[src/rtl/pipe_hazard_controller.sv]
// Issue-stage hazard controller for the ID->EX->WB pipeline: 2-deep write scoreboard, RAW stall/forward.
// Build option: define FORWARD_EN to resolve RAW hazards by forwarding instead of stalling.

package pipe_hazard_controller_pkg;
  typedef enum logic [3:0] {
    OP_LD   = 4'd0,
    OP_OUT  = 4'd1,
    OP_ADD  = 4'd2,
    OP_SUB  = 4'd3,
    OP_NAND = 4'd4,
    OP_NOR  = 4'd5,
    OP_XOR  = 4'd6,
    OP_SHFL = 4'd7
  } t_opcode;

  localparam logic [1:0] SRC_GPR     = 2'd0;
  localparam logic [1:0] SRC_IMM     = 2'd1;
  localparam logic [1:0] SRC_FWD_WB  = 2'd2;
  localparam logic [1:0] SRC_FWD_RET = 2'd3;
endpackage

module pipe_hazard_controller
  import pipe_hazard_controller_pkg::*;
#(
  parameter int unsigned NUM_GPR = 4,
  parameter int unsigned IDX_W   = (NUM_GPR > 1) ? $clog2(NUM_GPR) : 1,
  parameter int unsigned CNT_W   = 16
) (
  input  logic             clock,
  input  logic             reset_n,
  input  logic             instv,
  output logic             inst_ready,
  input  t_opcode          opcode,
  input  logic [IDX_W-1:0] dst,
  input  logic             src1_imm,
  input  logic [IDX_W-1:0] src1,
  input  logic             src2_imm,
  input  logic [IDX_W-1:0] src2,
  output logic             internal_reset,
  output logic [1:0]       ALUsrc1,
  output logic [1:0]       ALUsrc2,
  output t_opcode          ALUop,
  output logic             wr_en,
  output logic [IDX_W-1:0] wr_addr,
  output logic             dataoutv,
  output logic             stalled,
  output logic             err,
  output logic [CNT_W-1:0] stall_cnt
);

  function automatic logic in_range(input logic [IDX_W-1:0] idx);
    return 32'(idx) < NUM_GPR;
  endfunction

  logic             int_rst_q;
  logic             ex_v_q, ex_v_d, wb_v_q, wb_v_d;
  logic [IDX_W-1:0] ex_idx_q, ex_idx_d, wb_idx_q, wb_idx_d;
  t_opcode          alu_op_q, alu_op_d;
  logic [1:0]       alu_src1_q, alu_src1_d, alu_src2_q, alu_src2_d;
  logic             err_q, err_d;
  logic             out_ex_q, out_ex_d, dataoutv_q, dataoutv_d;
  logic [CNT_W-1:0] stall_cnt_q, stall_cnt_d;

  logic is_ld, is_out, is_alu, known, writes, use1, use2, gpr1, gpr2, legal;
  logic m1_ex, m1_wb, m2_ex, m2_wb, raw, hazard, accept;
  logic [1:0] sel1, sel2;

  // Decode and legality of the instruction currently presented
  always_comb begin
    is_ld  = (opcode == OP_LD);
    is_out = (opcode == OP_OUT);
    is_alu = opcode inside {OP_ADD, OP_SUB, OP_NAND, OP_NOR, OP_XOR, OP_SHFL};
    known  = is_ld | is_out | is_alu;
    writes = is_ld | is_alu;
    use1   = is_out | is_alu;
    use2   = is_alu;
    gpr1   = use1 & ~src1_imm;
    gpr2   = use2 & ~src2_imm;
    legal  = known
           & (~is_ld  | src1_imm)
           & (~is_out | ~src1_imm)
           & (~writes | in_range(dst))
           & (~gpr1   | in_range(src1))
           & (~gpr2   | in_range(src2));
  end

  // Source matches against in-flight writes
  always_comb begin
    m1_ex = gpr1 & ex_v_q & (ex_idx_q == src1);
    m1_wb = gpr1 & wb_v_q & (wb_idx_q == src1);
    m2_ex = gpr2 & ex_v_q & (ex_idx_q == src2);
    m2_wb = gpr2 & wb_v_q & (wb_idx_q == src2);
`ifdef FORWARD_EN
    raw   = 1'b0;
`else
    raw   = m1_ex | m1_wb | m2_ex | m2_wb;
`endif
  end

  // Operand selects; the EX entry is younger so it takes priority
  always_comb begin
    sel1 = SRC_GPR;
    sel2 = SRC_GPR;
    if (src1_imm) sel1 = SRC_IMM;
`ifdef FORWARD_EN
    else if (m1_ex) sel1 = SRC_FWD_WB;
    else if (m1_wb) sel1 = SRC_FWD_RET;
`endif
    if (use2 & src2_imm) sel2 = SRC_IMM;
`ifdef FORWARD_EN
    else if (m2_ex) sel2 = SRC_FWD_WB;
    else if (m2_wb) sel2 = SRC_FWD_RET;
`endif
  end

  // Illegal instructions never stall; they are accepted and dropped
  assign hazard     = instv & legal & raw & ~int_rst_q;
  assign inst_ready = ~int_rst_q & ~hazard;
  assign stalled    = hazard;
  assign accept     = instv & inst_ready;

  always_comb begin
    ex_v_d      = 1'b0;
    ex_idx_d    = '0;
    alu_op_d    = OP_LD;
    alu_src1_d  = SRC_GPR;
    alu_src2_d  = SRC_GPR;
    err_d       = 1'b0;
    out_ex_d    = 1'b0;
    wb_v_d      = ex_v_q;
    wb_idx_d    = ex_idx_q;
    dataoutv_d  = out_ex_q;
    stall_cnt_d = stall_cnt_q;
    if (accept) begin
      if (!legal) begin
        err_d = 1'b1;
      end else begin
        alu_op_d   = opcode;
        alu_src1_d = sel1;
        alu_src2_d = sel2;
        ex_v_d     = writes;
        ex_idx_d   = writes ? dst : '0;
        out_ex_d   = is_out;
      end
    end
    if (hazard && (stall_cnt_q != '1)) stall_cnt_d = stall_cnt_q + CNT_W'(1);
  end

  // Async reset kills all in-flight controls immediately
  always_ff @(posedge clock or negedge reset_n) begin
    if (!reset_n) begin
      int_rst_q   <= 1'b1;
      ex_v_q      <= 1'b0;
      ex_idx_q    <= '0;
      wb_v_q      <= 1'b0;
      wb_idx_q    <= '0;
      alu_op_q    <= OP_LD;
      alu_src1_q  <= SRC_GPR;
      alu_src2_q  <= SRC_GPR;
      err_q       <= 1'b0;
      out_ex_q    <= 1'b0;
      dataoutv_q  <= 1'b0;
      stall_cnt_q <= '0;
    end else begin
      int_rst_q   <= 1'b0;
      ex_v_q      <= ex_v_d;
      ex_idx_q    <= ex_idx_d;
      wb_v_q      <= wb_v_d;
      wb_idx_q    <= wb_idx_d;
      alu_op_q    <= alu_op_d;
      alu_src1_q  <= alu_src1_d;
      alu_src2_q  <= alu_src2_d;
      err_q       <= err_d;
      out_ex_q    <= out_ex_d;
      dataoutv_q  <= dataoutv_d;
      stall_cnt_q <= stall_cnt_d;
    end
  end

  assign internal_reset = int_rst_q;
  assign ALUop          = alu_op_q;
  assign ALUsrc1        = alu_src1_q;
  assign ALUsrc2        = alu_src2_q;
  assign err            = err_q;
  assign wr_en          = wb_v_q;
  assign wr_addr        = wb_idx_q;
  assign dataoutv       = dataoutv_q;
  assign stall_cnt      = stall_cnt_q;

endmodule
[config.mk]
export PLATFORM = sky130hd
export DESIGN_NAME = pipe_hazard_controller
export DESIGN_NICKNAME = d
export VERILOG_FILES = /design/src/rtl/pipe_hazard_controller.sv
export SDC_FILE = /design/constraint.sdc
export NUM_CORES = 1
export LEC_CHECK = 0
export CAP_MARGIN = 20
export CORE_MARGIN = 2
export CORE_UTILIZATION = 45
export DETAILED_ROUTE_END_ITERATION = 10
export PLACE_DENSITY = 0.78
export SLEW_MARGIN = 0
export SYNTH_ARGS = -nofsm -noshare
export SYNTH_HDL_FRONTEND = slang
export SYNTH_SLANG_ARGS = --single-unit
[constraint.sdc]
create_clock -name clock -period 2.6 [get_ports clock]
set_input_delay 0.65 -clock clock [delete_from_list [all_inputs] [get_ports clock]]
set_output_delay 0.65 -clock clock [all_outputs]
set_load 0.05 [all_outputs]
Yosys cells after proc, flatten, opt, wreduce, memory -nomap -nowiden
Cells that the tools add are included.
- bits in registers: 34
- input bits: 15
- $add $sub $neg: 1
- eq/ne operators: 12
- multiplexer cells: 17
- bitwise gates (word level): 33
- reduce and logical (&&, ||, !) cells: 3
- operator list (operator ; number):
    1-bit bitwise AND ; 18
    16-bit by 1-bit adder with 16-bit output (second input constant) ; 1
    4-bit by 3-bit equality test with 1-bit output (second input constant) ; 4
    16-bit inequality test (second input constant) ; 1
    1-bit two-way mux ; 10
    2-bit two-way mux ; 5
    1-bit bitwise OR ; 9
    2-bit equality test ; 4
    4-bit by 2-bit equality test with 1-bit output (second input constant) ; 2
    4-bit two-way mux ; 2
    1-bit inverter ; 6
    6-bit nonzero test ; 1
    4-bit by 1-bit equality test with 1-bit output (second input constant) ; 1
    4-bit zero test ; 1
    1-bit logical AND ; 1

Longest topological paths before layout
- word-level depth: 15
- gate-level depth with buffers: 7

Least setup slack after synthesis
Ideal clock, no wire load.
- path type: register to output
- start point: register wb_idx_q[0] (netlist: wr_addr[0])
- end point: output inst_ready
- arrival time: 2.099 ns
- required time: 1.950 ns
- path slack: -0.149 ns
- stages on the path, launching flop included: 7
- buffers on the path: 0
- path through: dfrtp_1 -> xnor2_1 -> nand3_1 -> a2111oi_0 -> a21oi_1 -> inv_1 -> a21oi_1
- longest elaborated chain between the ends: 9
- elaborated cells between the ends (all ways): 11
- those cells by class: eq/ne: 2; bitwise: 9
- RTL lines (what ; RTL line ; RTL):
    from (decl) ; 57 ; logic [IDX_W-1:0] ex_idx_q, ex_idx_d, wb_idx_q, wb_idx_d;
    from (signal assigned) ; 169 ; wb_idx_q <= wb_idx_d;
    2-bit equality test ; 90 ; m1_wb = gpr1 & wb_v_q & (wb_idx_q == src1);
    1-bit bitwise AND ; 90 ;
    1-bit bitwise OR (2 in a row) ; 96 ; raw = m1_ex | m1_wb | m2_ex | m2_wb;
    1-bit bitwise OR * ; 96 ;
    1-bit bitwise AND * (2 in a row) ; 117 ; assign hazard = instv & legal & raw & ~int_rst_q;
    1-bit inverter * ; 118 ; assign inst_ready = ~int_rst_q & ~hazard;
    1-bit bitwise AND * ; 118 ;
    to (decl) ; 32 ; output logic inst_ready,
Every way passes the cells marked *; elsewhere a longest branch is shown, timed or not.

Final worst setup path
- start point: input opcode[3]
- end point: output stalled
- longest elaborated chain between the ends: 11
- elaborated cells between the ends (all ways): 34
- those cells by class: eq/ne: 7; bitwise: 25; reduce/logical: 2
- RTL lines (what ; RTL line ; RTL):
    from (decl) ; 33 ; input t_opcode opcode,
    4-bit by 2-bit equality test with 1-bit output / 4-bit by 3-bit equality test with 1-bit output (equally long branches) ; 72 ; is_alu = opcode inside {OP_ADD, OP_SUB, OP_NAND, OP_NOR, OP_XOR, OP_SHFL};
    6-bit nonzero test ; 72 ;
    1-bit bitwise OR ; 75 ; use1 = is_out | is_alu;
    1-bit bitwise AND ; 77 ; gpr1 = use1 & ~src1_imm;
    1-bit bitwise AND (on tied branches) (2 in a row) ; 89, 90 ;
    1-bit bitwise OR (3 in a row) ; 96 ;
    1-bit bitwise AND * (2 in a row) ; 117 ;
    to (decl) ; 46 ; output logic stalled,
Marked as above.

==> flow_metrics.env <==
export IMPL_gp_congestion=0.811
export IMPL_drtIter0Drc=50
export IMPL_r2r_slack_ps=390
export IMPL_crit_start="opcode[3]"
export IMPL_timing_rr_start="internal_reset"
export IMPL_firstDrtPassIters=4
export IMPL_dieHeight_um=61.5
export IMPL_grt_pass1_vias=1251
export IMPL_violations="setup timing"
export IMPL_rows=20
export IMPL_path_max_fanout=3
export IMPL_hold_viol=0
export IMPL_ys_types=33
export IMPL_drc=0
export IMPL_portBuffers=44
export IMPL_grt_max_degree=33
export IMPL_synth_area_mux_share_pct=1.52
export IMPL_yosys_area_share_adder_pct=0.842
export IMPL_vias_per_cell=5.04
export IMPL_worst_skew_pair_late_latency_ps=340
export IMPL_hold_path_class="reg -> reg"
export IMPL_netlist_instances=134
export IMPL_drt_wirelength_per_cell_um=13.7
export IMPL_dpl_cell_area_um2=2070
export IMPL_detail_route_antenna_nets=0
export IMPL_synth_xor_area_share_pct=13.0
export IMPL_synth_commonest_cells="dfrtp_1, xor2_1, nand3_1, nor2_1, xnor2_1"
export IMPL_start_util_pct=47.9
export IMPL_outcome="finished, violations left"
export IMPL_synth_edf_count=0
export IMPL_insertedDiodeCount=0
export IMPL_holdBufCountCts=0
export IMPL_cts_root_buf="clkbuf_4"
export IMPL_grt_pass1_wl_um=5520
export IMPL_die_area_um2=3780
export IMPL_netlist_area_leader_share_pct=52.2
export IMPL_worstPathArrival_ps=1960
export IMPL_htree_levels=2
export IMPL_die_w_um=61.5
export IMPL_rsz0062_at_grt="yes"
export IMPL_drive_gt1_share_pct=24.9
export IMPL_synth_area_um2=1490
export IMPL_reg2regPathDepth=7
export IMPL_worstPathRequired_ps=1950
export IMPL_worstReg2RegEnd="stall_cnt[13]"
export IMPL_num_vias=1236
export IMPL_cts_buffer_depth=2
export IMPL_path_clk_slew_ps=90
export IMPL_synth_top_family_by_area="simple AND/OR/NAND/NOR gates"
export IMPL_fin_ws_ps=-13.2
export IMPL_synth_compound_area_share_pct=4.29
export IMPL_p_total_w=0.000952
export IMPL_final_area_um2=2230
export IMPL_cts_buffers=5
export IMPL_routed_wl_um=3360
export IMPL_place_ws_ps=-397
export IMPL_synthTopCellsByArea="dfrtp_1, xor2_1, xnor2_1, nand3_1, nor4_2"
export IMPL_seqCellArea_um2=802
export IMPL_post_route_min_period_ps=2610
export IMPL_timing_max_transition_violations_final=0
export IMPL_ys_warn_count=0
export IMPL_multi_input_area_um2=737
export IMPL_ir_drop_uv=307
export IMPL_synth_seq_area_share_pct=54.0
export IMPL_cp_start_kind="primary input"
export IMPL_synthToLayoutAreaGrowth_pct=50.3
export IMPL_slew_headroom_pct=65.8
export IMPL_grt_util_all_layers_pct=20.3
export IMPL_setup_viol=1
export IMPL_path_class="in -> out"
export IMPL_ys_flop_type="dfrtp_1"
export IMPL_skew_ps=8.62
export IMPL_holdWs_ps=371
export IMPL_critPathCapture="stalled"
export IMPL_maxCapViolCount=0
export IMPL_clock_fmax_mhz=383
export IMPL_synth_most_common_cell="dfrtp_1"
export IMPL_synth_seq_cells=32
export IMPL_layout_nets=216
export IMPL_cellPowerDensity_nw_per_um2=426
export IMPL_clock_sinks=32
export IMPL_antenna_found_initial=0
export IMPL_worstHoldStart="dataoutv_d"
export IMPL_num_io_pins=47
export IMPL_final_util_pct=72.0
export IMPL_overflow=0
export IMPL_place_hpwl_um=2450
export IMPL_async_flop_share_pct=100
export IMPL_cts_tree="done"
export IMPL_p_leak_nw=1.07
export IMPL_endpoint_kind="primary output"
export IMPL_nFillCells=253
export IMPL_worstMarginPinSlew_ps=512
export IMPL_core_area_um2=3100
export IMPL_avgSynthCellArea_um2=11.1
export IMPL_yosys_area_top_type="dfrtp_1"
export IMPL_yosys_area_share_simple_pct=22.9
export IMPL_period_share_pct=101
cells by family after synthesis:
family,Yosys count
buffers and inverters,9
DFF,32
and+or+nand+nor,58
muxes,2
xor gates and xnor gates,22
adders and majority gates,1
AOI/OAI and AO/OA,9
other,1
layout make-up:
type | instances | area share [%]
Clock buffer | 6 | 2.30
Clock inverter | 2 | 0.448
Inverter | 5 | 0.952
Multi-Input combinational cell | 96 | 33.0
Sequential cell | 32 | 35.9
Tap cell | 44 | 2.46
Timing Repair Buffer | 60 | 25.0
placed cells by master, fill, tap and decap left out, types with 3 or more instances in the layout:
| cell type | netlist | layout |
|---|---|---|
| nor4_2 | 3 | 3 |
| nand3_1 | 10 | 8 |
| clkbuf_4 | 0 | 5 |
| xnor2_1 | 9 | 6 |
| dlygate4sd2_1 | 0 | 4 |
| and3_1 | 5 | 5 |
| conb_1 | 1 | 4 |
| nor4_1 | 4 | 4 |
| nand4_1 | 4 | 4 |
| nor3_1 | 5 | 5 |
| nand2_1 | 7 | 7 |
| nor3b_1 | 4 | 4 |
| dfrtp_1 | 31 | 31 |
| xor2_1 | 13 | 13 |
| a21oi_2 | 2 | 4 |
| nor2_1 | 9 | 8 |
| inv_1 | 4 | 4 |
| buf_4 | 2 | 16 |
| xnor2_2 | 0 | 3 |
| clkdlybuf4s50_1 | 0 | 32 |
how the worst min path moves through the flow:
stage / end / slack (ps) / cells past startpoint
after detailed placement: dataoutv / 360 / 0
after global placement: dataoutv / 350 / 0
after floorplan: dataoutv / 330 / 0
after CTS: dataoutv / 370 / 0
after global routing: dataoutv / 370 / 0
final: dataoutv / 370 / 0
critical path: stages:
cell and delay [ps]:
buf_6 90, or3b_4 410, or4_4 420, a21oi_2 130, a21oi_2 60, inv_4 80
buf_12 130
per-layer routing:
layer | wire length [um] | global-route usage [%]
met3 | 183 | 6.51
met5 | 0 | 0
met4 | 48 | 8.21
met1 | 1510 | 26.1
met2 | 1620 | 31.9
flip-flops by register name (all words and copies together) (netlist names), 2 cells and up:
| signal | count |
|---|---|
| ALUop | 4 |
| ex_idx_q | 2 |
| stall_cnt | 16 |
| wr_addr | 2 |
through the flow:
step	setup TNS (ps)	std cells
2_1_floorplan	0	137
3_3_place_gp	-5050	234
3_5_place_dp	-5710	234
4_1_cts	-121	245
5_1_grt	-64.7	245
6_report	-13.2	245
power by group:
part | switching [W] | internal (W)
clock | 0.000165 | 0.000128
sequential | 0.00000855 | 0.000508
combinational | 0.0000857 | 0.0000566
repair_timing:
action,4_1_cts,5_1_grt
setup buffers,3,0
gates resized for setup,25,13
pin swaps,6,5
endpoints found under the setup margin,7,2
gates cloned,0,0
(Power assumes the default switching activity.)
